==> src/rtl/chunked_serial_adder_pkg.sv <==
// Shared definitions for the chunked serial adder: FSM state encoding and
// the ceil(log2) helper used to size the chunk index counter.
package chunked_serial_adder_pkg;

   typedef logic [1:0] state_t;

   localparam state_t ST_IDLE = 2'd0;
   localparam state_t ST_RUN  = 2'd1;
   localparam state_t ST_DONE = 2'd2;

   // Smallest r such that 2**r >= value (0 for value <= 1).
   function automatic int clog2(input int value);
      int r;
      r = 0;
      while ((1 << r) < value) r++;
      return r;
   endfunction

endpackage

==> src/rtl/chunked_serial_adder_if.sv <==
// Start/busy/done handshake bundle for the chunked serial adder.
// Optional feature macro: SUB_MODE_EN adds the 'sub' request signal.
interface chunked_serial_adder_if #(
   parameter int WIDTH = 32
);

   logic             start;
   logic [WIDTH-1:0] a;
   logic [WIDTH-1:0] b;
   logic             carryInput;
`ifdef SUB_MODE_EN
   logic             sub;
`endif
   logic             busy;
   logic             done;
   logic [WIDTH-1:0] sum;
   logic             carryOutput;
   logic             overflow;

`ifdef SUB_MODE_EN
   modport master (
      output start, a, b, carryInput, sub,
      input  busy, done, sum, carryOutput, overflow
   );
   modport slave (
      input  start, a, b, carryInput, sub,
      output busy, done, sum, carryOutput, overflow
   );
`else
   modport master (
      output start, a, b, carryInput,
      input  busy, done, sum, carryOutput, overflow
   );
   modport slave (
      input  start, a, b, carryInput,
      output busy, done, sum, carryOutput, overflow
   );
`endif

endinterface

==> src/rtl/chunked_serial_adder_chunk_adder.sv <==
// CHUNK-bit ripple-carry stage built from FullAdder cells; purely
// combinational and reused every cycle by the serial adder.

// One-bit full adder cell.
module FullAdder (
   input  logic a,
   input  logic b,
   input  logic carryInput,
   output logic sum,
   output logic carryOutput
);

   assign sum         = a ^ b ^ carryInput;
   assign carryOutput = (a & b) | (carryInput & (a ^ b));

endmodule

module chunk_adder #(
   parameter int CHUNK = 8
) (
   input  logic [CHUNK-1:0] a,
   input  logic [CHUNK-1:0] b,
   input  logic             carryInput,
   output logic [CHUNK-1:0] sum,
   output logic             carryOutput
);

   logic [CHUNK:0] carry;

   assign carry[0] = carryInput;

   for (genvar i = 0; i < CHUNK; i++) begin : g_bit
      FullAdder u_fa (
         .a          (a[i]),
         .b          (b[i]),
         .carryInput (carry[i]),
         .sum        (sum[i]),
         .carryOutput(carry[i+1])
      );
   end

   assign carryOutput = carry[CHUNK];

endmodule

==> src/rtl/chunked_serial_adder.sv <==
// Multi-cycle WIDTH-bit adder that processes CHUNK bits per clock through a
// single shared ripple-carry stage, carrying between chunks in a register.
// Handshake: start accepted when not busy (IDLE or DONE), done pulses once.
// Optional feature macro: SUB_MODE_EN enables subtract mode (a - b).
module chunked_serial_adder
   import chunked_serial_adder_pkg::*;
#(
   parameter int WIDTH = 32,
   parameter int CHUNK = 8
) (
   input  logic                   clk,
   input  logic                   rst,
   chunked_serial_adder_if.slave  bus
);

   localparam int N     = WIDTH / CHUNK;
   localparam int IDX_W = (clog2(N) > 1) ? clog2(N) : 1;

   if (CHUNK < 1 || CHUNK > WIDTH || (WIDTH % CHUNK) != 0) begin : g_bad_params
      $error("chunked_serial_adder: WIDTH must be a positive multiple of CHUNK");
   end

   state_t             state_q, state_d;
   logic [WIDTH-1:0]   a_q, a_d;
   logic [WIDTH-1:0]   b_q, b_d;
   logic               carry_q, carry_d;
   logic [IDX_W-1:0]   idx_q, idx_d;
   logic [WIDTH-1:0]   sum_q, sum_d;
   logic               cout_q, cout_d;
   logic               ovf_q, ovf_d;

   logic               accept;
   logic               last_chunk;
   logic [CHUNK-1:0]   op_a;
   logic [CHUNK-1:0]   op_b;
   logic [CHUNK-1:0]   chunk_sum;
   logic               chunk_cout;

   // A request is taken whenever no computation is in flight.
   assign accept     = bus.start && (state_q != ST_RUN);
   assign last_chunk = (idx_q == IDX_W'(N - 1));

   // Select the current chunk of the latched operands.
   always_comb begin
      op_a = a_q[int'(idx_q)*CHUNK +: CHUNK];
      op_b = b_q[int'(idx_q)*CHUNK +: CHUNK];
   end

   chunk_adder #(
      .CHUNK(CHUNK)
   ) u_chunk_adder (
      .a          (op_a),
      .b          (op_b),
      .carryInput (carry_q),
      .sum        (chunk_sum),
      .carryOutput(chunk_cout)
   );

   // State register; reset wins over any pending start.
   // NOTE: sequential state uses non-blocking (<=) so every flop samples pre-edge values.
   always_ff @(posedge clk) begin
      if (rst) state_q <= ST_IDLE;
      else     state_q <= state_d;
   end

   // Next-state logic.
   // NOTE: assign a default first in every always_comb so no path leaves a signal unassigned (latch).
   always_comb begin
      state_d = state_q;
      unique case (state_q)
         ST_IDLE: if (bus.start) state_d = ST_RUN;
         ST_RUN:  if (last_chunk) state_d = ST_DONE;
         ST_DONE: state_d = bus.start ? ST_RUN : ST_IDLE;
         default: state_d = ST_IDLE;
      endcase
   end

   // Outputs: handshake flags decoded from state, results from registers.
   always_comb begin
      bus.busy        = (state_q == ST_RUN);
      bus.done        = (state_q == ST_DONE);
      bus.sum         = sum_q;
      bus.carryOutput = cout_q;
      bus.overflow    = ovf_q;
   end

   // Datapath: latch operands on accept, fold one chunk per RUN cycle.
   always_comb begin
      a_d     = a_q;
      b_d     = b_q;
      carry_d = carry_q;
      idx_d   = idx_q;
      sum_d   = sum_q;
      cout_d  = cout_q;
      ovf_d   = ovf_q;

      if (accept) begin
         a_d     = bus.a;
         b_d     = bus.b;
         carry_d = bus.carryInput;
`ifdef SUB_MODE_EN
         // a - b as a + ~b + 1; carryOutput=1 then means no borrow.
         if (bus.sub) begin
            b_d     = ~bus.b;
            carry_d = 1'b1;
         end
`endif
         idx_d   = '0;
      end else if (state_q == ST_RUN) begin
         sum_d[int'(idx_q)*CHUNK +: CHUNK] = chunk_sum;
         carry_d = chunk_cout;
         idx_d   = idx_q + IDX_W'(1);
         if (last_chunk) begin
            cout_d = chunk_cout;
            // Carry into the MSB is recovered from the MSB sum bit.
            ovf_d  = chunk_cout ^ (op_a[CHUNK-1] ^ op_b[CHUNK-1] ^ chunk_sum[CHUNK-1]);
         end
      end
   end

   // Datapath registers; reset discards any partial result.
   always_ff @(posedge clk) begin
      if (rst) begin
         a_q     <= '0;
         b_q     <= '0;
         carry_q <= 1'b0;
         idx_q   <= '0;
         sum_q   <= '0;
         cout_q  <= 1'b0;
         ovf_q   <= 1'b0;
      end else begin
         a_q     <= a_d;
         b_q     <= b_d;
         carry_q <= carry_d;
         idx_q   <= idx_d;
         sum_q   <= sum_d;
         cout_q  <= cout_d;
         ovf_q   <= ovf_d;
      end
   end

endmodule

==> src/flat_wrapper.sv <==
// flat-port wrapper written by rule: the top's interface ports become plain ports
module chunked_serial_adder_flat import chunked_serial_adder_pkg::*;
#(
   parameter int WIDTH = 32,
   parameter int CHUNK = 8
)
  (clk, rst, bus_start, bus_a, bus_b, bus_carryInput, bus_busy, bus_done, bus_sum, bus_carryOutput, bus_overflow);
  chunked_serial_adder_if #(.WIDTH(WIDTH)) bus_i ();
  input  logic clk;
  input  logic rst;
  input wire logic [$bits(bus_i.start)-1:0] bus_start;
  input wire logic [$bits(bus_i.a)-1:0] bus_a;
  input wire logic [$bits(bus_i.b)-1:0] bus_b;
  input wire logic [$bits(bus_i.carryInput)-1:0] bus_carryInput;
  output wire logic [$bits(bus_i.busy)-1:0] bus_busy;
  output wire logic [$bits(bus_i.done)-1:0] bus_done;
  output wire logic [$bits(bus_i.sum)-1:0] bus_sum;
  output wire logic [$bits(bus_i.carryOutput)-1:0] bus_carryOutput;
  output wire logic [$bits(bus_i.overflow)-1:0] bus_overflow;
  assign bus_i.start = bus_start;
  assign bus_i.a = bus_a;
  assign bus_i.b = bus_b;
  assign bus_i.carryInput = bus_carryInput;
  assign bus_busy = bus_i.busy;
  assign bus_done = bus_i.done;
  assign bus_sum = bus_i.sum;
  assign bus_carryOutput = bus_i.carryOutput;
  assign bus_overflow = bus_i.overflow;
  chunked_serial_adder #(.WIDTH(WIDTH), .CHUNK(CHUNK)) u_core (.clk(clk), .rst(rst), .bus(bus_i));
endmodule
==> config.mk <==
export PLATFORM = sky130hd
export DESIGN_NAME = chunked_serial_adder_flat
export DESIGN_NICKNAME = d
export VERILOG_FILES = /design/src/rtl/chunked_serial_adder_pkg.sv /design/src/rtl/chunked_serial_adder_if.sv /design/src/rtl/chunked_serial_adder_chunk_adder.sv /design/src/rtl/chunked_serial_adder.sv /design/src/flat_wrapper.sv
export SDC_FILE = /design/constraint.sdc
export NUM_CORES = 1
export LEC_CHECK = 0
export BUFFER_PORTS_ARGS = -buffer_cell sky130_fd_sc_hd__buf_2
export CORE_MARGIN = 1
export CORE_UTILIZATION = 58
export DETAILED_ROUTE_END_ITERATION = 7
export GPL_TIMING_DRIVEN = 0
export HOLD_SLACK_MARGIN = 0.08
export PLACE_DENSITY = 0.85
export SYNTH_ARGS = -nofsm -noshare
export SYNTH_HDL_FRONTEND = slang
export SYNTH_SLANG_ARGS = --single-unit
==> constraint.sdc <==
create_clock -name clk -period 13.4 [get_ports clk]
set_input_delay 1.34 -clock clk [delete_from_list [all_inputs] [get_ports clk]]
set_output_delay 1.34 -clock clk [all_outputs]
set_load 0.05 [all_outputs]
# After elaboration in Yosys (flattened, before gate mapping)
# Index checks and enable logic that the tools add are counted.
totals:
  regBits: 103
  in_bits: 68
  out_inout_bits: 36
  wordCells: 77
op_classes:
  add_sub_neg: 2
  n_eq_ne: 6
  shifts: 4
  muxes: 7
  bitwise: 43
  n_reduce_logical: 7
ops:
  columns: ["operator", "n"]
  rows:
  - ["$shiftx A32 B6 Y8", 2]
  - ["$neg A5 Y33", 1]
  - ["$shift A8 B33 Y32 const A", 1]
  - ["$shiftx A8 B33 Y32", 1]
  - ["$bwmux W32", 1]
  - ["$xor A1 B1 Y1", 18]
  - ["$and A1 B1 Y1", 16]
  - ["$or A1 B1 Y1", 8]
  - ["$pmux W2 S3", 1]
  - ["$eq A2 B2 Y1 const B", 2]
  - ["$mux W2", 2]
  - ["$ne A2 B1 Y1 const B", 2]
  - ["$reduce_and A2 Y1", 2]
  - ["$mux W1", 3]
  - ["$reduce_and A3 Y1", 1]
  - ["$add A2 B1 Y2 const B", 1]
  - ["$eq A2 B1 Y1 const B", 1]
  - ["$logic_not A2 Y1", 1]
  - ["$ne A2 B2 Y1 const B", 1]
  - ["$reduce_bool A2 Y1", 1]
  - ["$reduce_or A2 Y1", 1]
  - ["$logic_and A1 B1 Y1", 1]
  - ["$not A1 Y1", 1]

# Logic depth before layout (Yosys ltp)
# Gate-level depths: netlist of run 1.
depth:
  depth_word: 20
  depth_mapped: 18
  mapped_depth_nobuf: 16

# Cells and area by module
# Synthesis of run 1 repeated with hierarchy kept, for this count alone.
hier_totals:
  cells_unflattened: 491
  area_unflattened_um2: 4505.6
by_module_without_submodules:
  columns: ["module", "instances", "cells_per_inst", "area_per_inst_um2", "seq_area_each_um2"]
  rows:
  - ["chunked_serial_adder", 1, 483, 4345.4, 2062.0]
  - ["FullAdder", 8, 1, 20.0, 0.0]

# Worst setup path after synthesis of run 1
# Ideal clock, no wire load.
synth_timing:
  kind: "reg2reg"
  from: "reg u_core.idx_q[1]"
  to: "reg u_core.ovf_q, in the netlist u_core.bus.overflow"
  setup_ns: 0.101
  t_arrival_ns: 4.306
  t_required_ns: 13.299
  slack_ns: 8.993
  path_stages_with_launch: 19
  n_path_buf: 2
  synth_period_minus_slack_ns: 4.407
  cell_sequence: "dfxtp_1 -> buf_2 -> buf_1 -> mux4_2 -> inv_1 -> fa_1 -> fa_1 -> fa_1 -> inv_1 -> fa_1 -> fa_1 -> inv_1 -> fa_1 -> inv_1 -> fa_1 -> fa_1 -> xor2_1 -> and2_1 -> o41ai_1"
synth_between:
  elab_chain_cells: 19
  word_cells_on_any_way: 39
  cone_classes: "eq/ne (1); shift (2); bitwise (35); reduce/logical (1)"
synth_lines:
  columns: ["element", "line", "source"]
  rows:
  - ["start, declared", "chunked_serial_adder.sv:27", "logic [IDX_W-1:0] idx_q, idx_d;"]
  - ["start signal, assigned", "chunked_serial_adder.sv:135", "idx_q <= idx_d;"]
  - ["$shiftx A32 B6 Y8, on equally long branches", "chunked_serial_adder.sv:45, chunked_serial_adder.sv:46", null]
  - ["$xor A1 B1 Y1", "chunked_serial_adder_chunk_adder.sv:14", "assign carryOutput = (a & b) | (carryInput & (a ^ b));"]
  - ["$and A1 B1 Y1", "chunked_serial_adder_chunk_adder.sv:14", null]
  - ["$or A1 B1 Y1", "chunked_serial_adder_chunk_adder.sv:14", null]
  - ["$and A1 B1 Y1", "chunked_serial_adder_chunk_adder.sv:14", null]
  - ["$or A1 B1 Y1", "chunked_serial_adder_chunk_adder.sv:14", null]
  - ["$and A1 B1 Y1", "chunked_serial_adder_chunk_adder.sv:14", null]
  - ["$or A1 B1 Y1", "chunked_serial_adder_chunk_adder.sv:14", null]
  - ["[... 3 more ...]", null, null]
  - ["$or A1 B1 Y1", "chunked_serial_adder_chunk_adder.sv:14", null]
  - ["$and A1 B1 Y1", "chunked_serial_adder_chunk_adder.sv:14", null]
  - ["$or A1 B1 Y1", "chunked_serial_adder_chunk_adder.sv:14", null]
  - ["$and A1 B1 Y1", "chunked_serial_adder_chunk_adder.sv:14", null]
  - ["$or A1 B1 Y1", "chunked_serial_adder_chunk_adder.sv:14", null]
  - ["$and A1 B1 Y1 or $xor A1 B1 Y1 (tied branches)", "chunked_serial_adder_chunk_adder.sv:14, chunked_serial_adder_chunk_adder.sv:13", null]
  - ["$or A1 B1 Y1 or $xor A1 B1 Y1 (tied branches)", "chunked_serial_adder_chunk_adder.sv:14, chunked_serial_adder.sv:116", null]
  - ["$xor A1 B1 Y1", "chunked_serial_adder.sv:116", "ovf_d = chunk_cout ^ (op_a[CHUNK-1] ^ op_b[CHUNK-1] ^ chunk_sum[CHUNK-1]);"]
  - ["end signal, assigned", "chunked_serial_adder.sv:138", "ovf_q <= ovf_d;"]
  - ["end, declared", "chunked_serial_adder.sv:30", "logic ovf_q, ovf_d;"]
# Several ways; a longest one is shown, not always the timed one.
# A chain may end at the register's enable or synchronous reset.

# Worst setup path in the final report of run 1
# Same ends and word-level chain as after synthesis.

==> out/metrics.yaml, run 1 <==
die_w_um: 91.4
critPathLaunchType: "flip-flop"
drtIter0Drc: 323
port_buffers: 102
drive_gt1_share_pct: 23.2
core.rowCount: 32
fin_nets: 712
fin_crit_ps: 5150
synth_seq_area_share_pct: 44.5
clk_latency_ps: 370
worst_path_most_repeated_cell: "fa_1"
post-route-util_pct: 70.9
cts_root_buf: "clkbuf_8"
rsz0062_at_grt: "false"
finalClockSkew_ps: 11.9
core_um2: 7730
synth_warnings: 0
clock_path_buffers: 2
cts_resized: 0
status: "completed"
vias_per_cell: 5.99
r2r_cells: 18
whs_ps: 456
placed_area_um2: 5270
hold_path.class: "flip-flop to flip-flop"
wl_per_cell_um: 17.0
synth_nets: 599
clk_pin_slew_worst_paths_ps: 100
report.final.setup_viol: 0
startpoint: "u_core.idx_q[1]$_SDFFE_PP0P_"
maxCapViolations: 0
cts-hold-fix-buffers: 0
netlist_area_um2: 4630
finalWorstSetupSlack_ps: 8250
die-area_um2: 8340
slowest_stage: "fa_1"
avgSynthCellArea_um2: 8.97
cts_tree: "yes"
cts.sinks: 103
r2r-end: "u_core.bus.overflow$_SDFFE_PP0P_"
place_hpwl_mm: 9.54
hp-start: "u_core.bus.sum[10]$_SDFFE_PP0P_"
io_pins: 104
cts_setup_buffers: 0
place.gp.congestion: 0.950
initial_utilization_pct: 59.9
hold_depth: 2
synth-seq-cells: 103
design_area_um2: 5480
tightestPinTransition_ps: 700
antenna_left: 0
die_h_um: 91.4
fin_tns_setup_ps: 0
h-tree-depth: 3
path_cells: "buf_2 > buf_1 > mux4_2 > inv_1 > fa_1 > fa_1 > fa_1 > inv_1 > fa_1 > fa_1 > inv_1 > fa_1 > inv_1 > fa_1 > fa_1 > xor2_1 > and2_1 > o41ai_1"
required_ps: 13660
diodes: 0
post-place-ws_ps: 8350
post-place-cells: 720
dr.pass1.iters: 6
reg2reg_slack_ps: 8250
grt_overflow: 0
hold_viol: 0
critical_path_arrival_ps: 5410
leakage_nw: 2.14
synth.distinct_cells: 34
async_reset_ff_share_pct: 0
synth-edff-count: 0
worstSetupEndpointType: "flip-flop"
crit_type: "flip-flop to flip-flop"
drv_slew: 0
grt_max_degree: 17
relSlewSlack_pct: 52.7
crit_path_max_fanout: 10
cpPeakStageDelay_ps: 530
hold_end: "u_core.bus.sum[10]$_SDFFE_PP0P_"
final_common_cell: "buf_2"
drt-total-wl_mm: 12.5
synth_ff_type: "dfxtp_1"
drc_errors: 0
power_density_nw_per_um2: 117
total_power_mw: 0.642
stdcell_count: 736
vdd_drop_max_v: 0.0000664
antenna_found_initial: 0
gr-usage-all-layers_pct: 31.3
r2r_start: "u_core.idx_q[1]$_SDFFE_PP0P_"
postSynthCellCount: 516
grt_pass1_vias: 4098
cts_made_buffers: 9
layout_common_cells: "buf_2, dfxtp_1, a21oi_1"
grt_pass1_wl_mm: 20.1
vias: 4410
layout_worst_path_cycle_share_pct: 38.4
syn_to_final_growth_pct: 18.4
fmax_mhz: 194
-- layout make-up --
type | count | area, µm²
Tap cell | 102 | 128
Sequential cell | 103 | 2060
Clock buffer | 10 | 128
Buffer | 52 | 210
Inverter | 16 | 60.1
Timing Repair Buffer | 102 | 510
Fill cell | 616 | 2250
Multi-Input combinational cell | 345 | 2300
Clock inverter | 6 | 85.1
-- layer usage --
layer	wire length [µm]	vias up	global-route usage, %
li1	-	2074	-
met1	4970	2058	39.0
met2	6130	238	52.4
met3	961	40	6.11
met4	471	0	14.2
met5	0	-	0
-- worst max-delay path by stage --
stage	end	slack [ps]	depth (start not counted)
final	u_core.bus.overflow$_SDFFE_PP0P_	8250	18
after global routing	u_core.bus.overflow$_SDFFE_PP0P_	7920	18
after CTS	u_core.bus.overflow$_SDFFE_PP0P_	8320	18
after detailed placement	u_core.bus.overflow$_SDFFE_PP0P_	8350	18
after global placement	u_core.bus.overflow$_SDFFE_PP0P_	8510	18
after floorplan	u_core.bus.overflow$_SDFFE_PP0P_	8990	18
-- synth_stat cells (7+ instances only) --
library cell	instances	area share, %
ha_1	7	1.9
mux4_2	16	7.8
nor2_1	16	1.3
inv_1	14	1.1
nand2_1	24	1.9
o21ai_0	59	6.4
dfxtp_1	103	45
buf_2	9	0.97
or3_1	8	1.1
nand3_1	67	7.2
clkbuf_1	37	3.0
fa_1	8	3.5
a32oi_1	10	1.9
a21oi_1	87	9.4
-- registers in the layout (all words and copies together) (netlist names) --
name and count:
u_core.b_q 32, u_core.bus.overflow 1, u_core.state_q 2, u_core.carry_q 1
u_core.idx_q 2, u_core.bus.sum 32, u_core.bus.carryOutput 1, u_core.a_q 32
-- where the power goes --
group | internal (mW) | total [mW] | leakage [nW] | switching, mW
logic | 0.0386 | 0.103 | 1.20 | 0.0642
clock network | 0.105 | 0.211 | 0.102 | 0.106
registers | 0.320 | 0.328 | 0.841 | 0.00868
-- cell families after synthesis --
logic type / share of synthesized area (%)
AOI/OAI and AO/OA: 18.8
and+or+nand+nor: 16.9
DFF: 44.5
buffers and inverters: 5.84
muxes: 8.43
adders and majority gates: 5.35
xor gates and xnor gates: 0.189
-- critical path: cells and delay by family, from the launching register on --
family / cells / cell delay, ps
mux: 1 / 330
fa+ha+maj: 8 / 2560
flops: 1 / 400
xor+xnor: 1 / 220
compound gates: 1 / 250
buf+inv: 6 / 1100
simple gates: 1 / 160
Power figures use the tool's default switching activity.
==> run 2: changes to the inputs <==
--- a/config.mk
+++ b/config.mk
@@ -7,11 +7,11 @@
 export LEC_CHECK = 0
 export BUFFER_PORTS_ARGS = -buffer_cell sky130_fd_sc_hd__buf_2
 export CORE_MARGIN = 1
-export CORE_UTILIZATION = 58
+export CORE_UTILIZATION = 54
 export DETAILED_ROUTE_END_ITERATION = 7
 export GPL_TIMING_DRIVEN = 0
 export HOLD_SLACK_MARGIN = 0.08
-export PLACE_DENSITY = 0.85
+export PLACE_DENSITY = 0.8
 export SYNTH_ARGS = -nofsm -noshare
 export SYNTH_HDL_FRONTEND = slang
 export SYNTH_SLANG_ARGS = --single-unit
==> constraint.sdc (replaced) <==
create_clock -name clk -period 5.4 [get_ports clk]
set_input_delay 0.54 -clock clk [delete_from_list [all_inputs] [get_ports clk]]
set_output_delay 0.54 -clock clk [all_outputs]
set_load 0.05 [all_outputs]
==> out/metrics.yaml, run 2 (synthesis gave the netlist of run 1 again) <==
required_ps: 5670  # -7990 ps
wl_per_cell_um: 17.1  # +0.45%
hold_path.class: "input port to flip-flop"
diodes: 0  # unchanged
relSlewSlack_pct: 52.5  # -0.20 points
place.gp.congestion: 0.913  # -3.9%
hold_viol: 0  # unchanged
rsz0062_at_grt: "false"
clk_pin_slew_worst_paths_ps: 90  # about the same
fin_tns_setup_ps: 0  # unchanged
cts_resized: 0  # unchanged
h-tree-depth: 3  # unchanged
hp-start: "bus_a[12]"
cts_tree: "yes"
fmax_mhz: 210  # +8.1%
clock_path_buffers: 2  # unchanged
leakage_nw: 2.15  # +0.46%
hold_end: "u_core.a_q[12]$_SDFFE_PP0P_"
critPathLaunchType: "flip-flop"
seqPwrFrac_pct: 50.2  # -0.9 points
crit_type: "flip-flop to flip-flop"
dr.pass1.iters: 6  # unchanged
initial_utilization_pct: 56.1  # -3.8 points
cts_made_buffers: 9  # unchanged
report.final.setup_viol: 0  # unchanged
worstSetupEndpointType: "flip-flop"
fin_crit_ps: 4760  # -388 ps
final_common_cell: "buf_2"
finalClockSkew_ps: 6.87  # -4.99 ps
reg2reg_slack_ps: 640  # -7610 ps
syn_to_final_growth_pct: 18.8
vias_per_cell: 6.00  # about the same
drtIter0Drc: 335  # +3.7%
grt_pass1_wl_mm: 20.0  # -0.55%
cts.sinks: 103  # unchanged
internal_power_mw: 1.18  # +150%
layout_worst_path_cycle_share_pct: 88.1  # +50 points
drv_slew: 0  # unchanged
layout_common_cells: "buf_2, dfxtp_1, a21oi_1"
r2r_start: "u_core.idx_q[1]$_SDFFE_PP0P_"
combinationalPowerShare_pct: 15.7  # -0.3 points
critical_path_arrival_ps: 5030  # -380 ps
grt_pass1_vias: 4008  # -2.2%
hold_depth: 3  # +1
fin_nets: 711  # -0.14%
total_power_mw: 1.62  # +150%
die_h_um: 94.6  # +3.6%
post-route-util_pct: 66.6  # -4.3 points
crit_path_max_fanout: 18  # +8
clkPwrFrac_pct: 34.1  # +1.2 points
core_um2: 8260  # +6.9%
drc_errors: 0  # unchanged
die-area_um2: 8950  # +7.3%
p_sw_mw: 0.445  # +150%
vias: 4425  # +0.34%
status: "completed"
vdd_drop_max_v: 0.000187  # +180%
cts_root_buf: "clkbuf_8"
io_pins: 104  # unchanged
antenna_left: 0  # unchanged
grt_overflow: 0  # unchanged
cts_setup_buffers: 0  # unchanged
gr-usage-all-layers_pct: 29.6  # -1.7 points
placed_area_um2: 5270  # about the same
antenna_found_initial: 0  # unchanged
place_hpwl_mm: 9.41  # -1.3%
power_density_nw_per_um2: 295  # +150%
p_sw_share_pct: 27.4  # -0.51 points
tightestPinTransition_ps: 703  # +2.90 ps
maxCapViolations: 0  # unchanged
grt_max_degree: 17  # unchanged
r2r_cells: 17  # -1
whs_ps: 414  # -42.5 ps
core.rowCount: 33  # +3.1%
r2r-end: "u_core.bus.overflow$_SDFFE_PP0P_"
port_buffers: 102  # unchanged
die_w_um: 94.6  # +3.6%
drt-total-wl_mm: 12.6  # +0.73%
clk_latency_ps: 370  # about the same
design_area_um2: 5500  # +0.34%
cts-hold-fix-buffers: 0  # unchanged
drive_gt1_share_pct: 23.2  # +0.037 points
[run 2: power by group through the flow]
stage	clock network, mW	logic [mW]	registers, mW
floorplan	0	0.159	0.832
global placement	0	0.245	0.829
detailed placement	0	0.249	0.831
CTS	0.551	0.251	0.814
global route	0.591	0.277	0.818
finish	0.552	0.255	0.815
[run 2: worst max path at each step]
stage	slack [ps]	start	depth (start not counted)	end
6_report	640	u_core.idx_q[1]$_SDFFE_PP0P_	17	u_core.bus.overflow$_SDFFE_PP0P_
3_5_place_dp	310	u_core.idx_q[1]$_SDFFE_PP0P_	18	u_core.bus.overflow$_SDFFE_PP0P_
3_3_place_gp	490	u_core.idx_q[1]$_SDFFE_PP0P_	18	u_core.bus.overflow$_SDFFE_PP0P_
4_1_cts	290	u_core.idx_q[1]$_SDFFE_PP0P_	18	u_core.bus.overflow$_SDFFE_PP0P_
2_1_floorplan	990	u_core.idx_q[1]$_SDFFE_PP0P_	18	u_core.bus.overflow$_SDFFE_PP0P_
5_1_grt	370	u_core.idx_q[1]$_SDFFE_PP0P_	17	u_core.bus.overflow$_SDFFE_PP0P_
[run 2: through the flow]
step / setup slack, ps / cells
CTS: 287 / 739
floorplan: 993 / 516
global placement: 486 / 723
finish: 640 / 738
global route: 370 / 738
detailed placement: 313 / 723
[run 2: area by class of cell]
class | instances | area, µm²
buffer | 51 | 206
clock buffer | 12 | 155
clock inverter | 4 | 76.3
fill | 704 | 2760
inverter | 16 | 60.1
multi-input combinational | 345 | 2300
sequential | 103 | 2060
tap | 105 | 131
timing repair buffer | 102 | 510
[run 2: critical path, stage by stage, from the launching register on]
cell and delay, ps:
dfxtp_1 420, buf_2 450, mux4_2 310, inv_1 50
fa_1 390, fa_1 400, fa_1 390, inv_1 90
fa_1 180, fa_1 160, inv_1 50, fa_1 350
inv_1 80, fa_1 190, fa_1 540, xor2_1 220
and2_1 160, o41ai_1 230
[run 2: per-layer routing]
layer | routed length, µm | share of wire, % | global-route usage (%)
met4 | 312 | 2.5 | 14.0
met3 | 993 | 7.9 | 4.19
met5 | 0 | 0 | 0
met1 | 5190 | 41 | 39.5
met2 | 6130 | 49 | 47.1
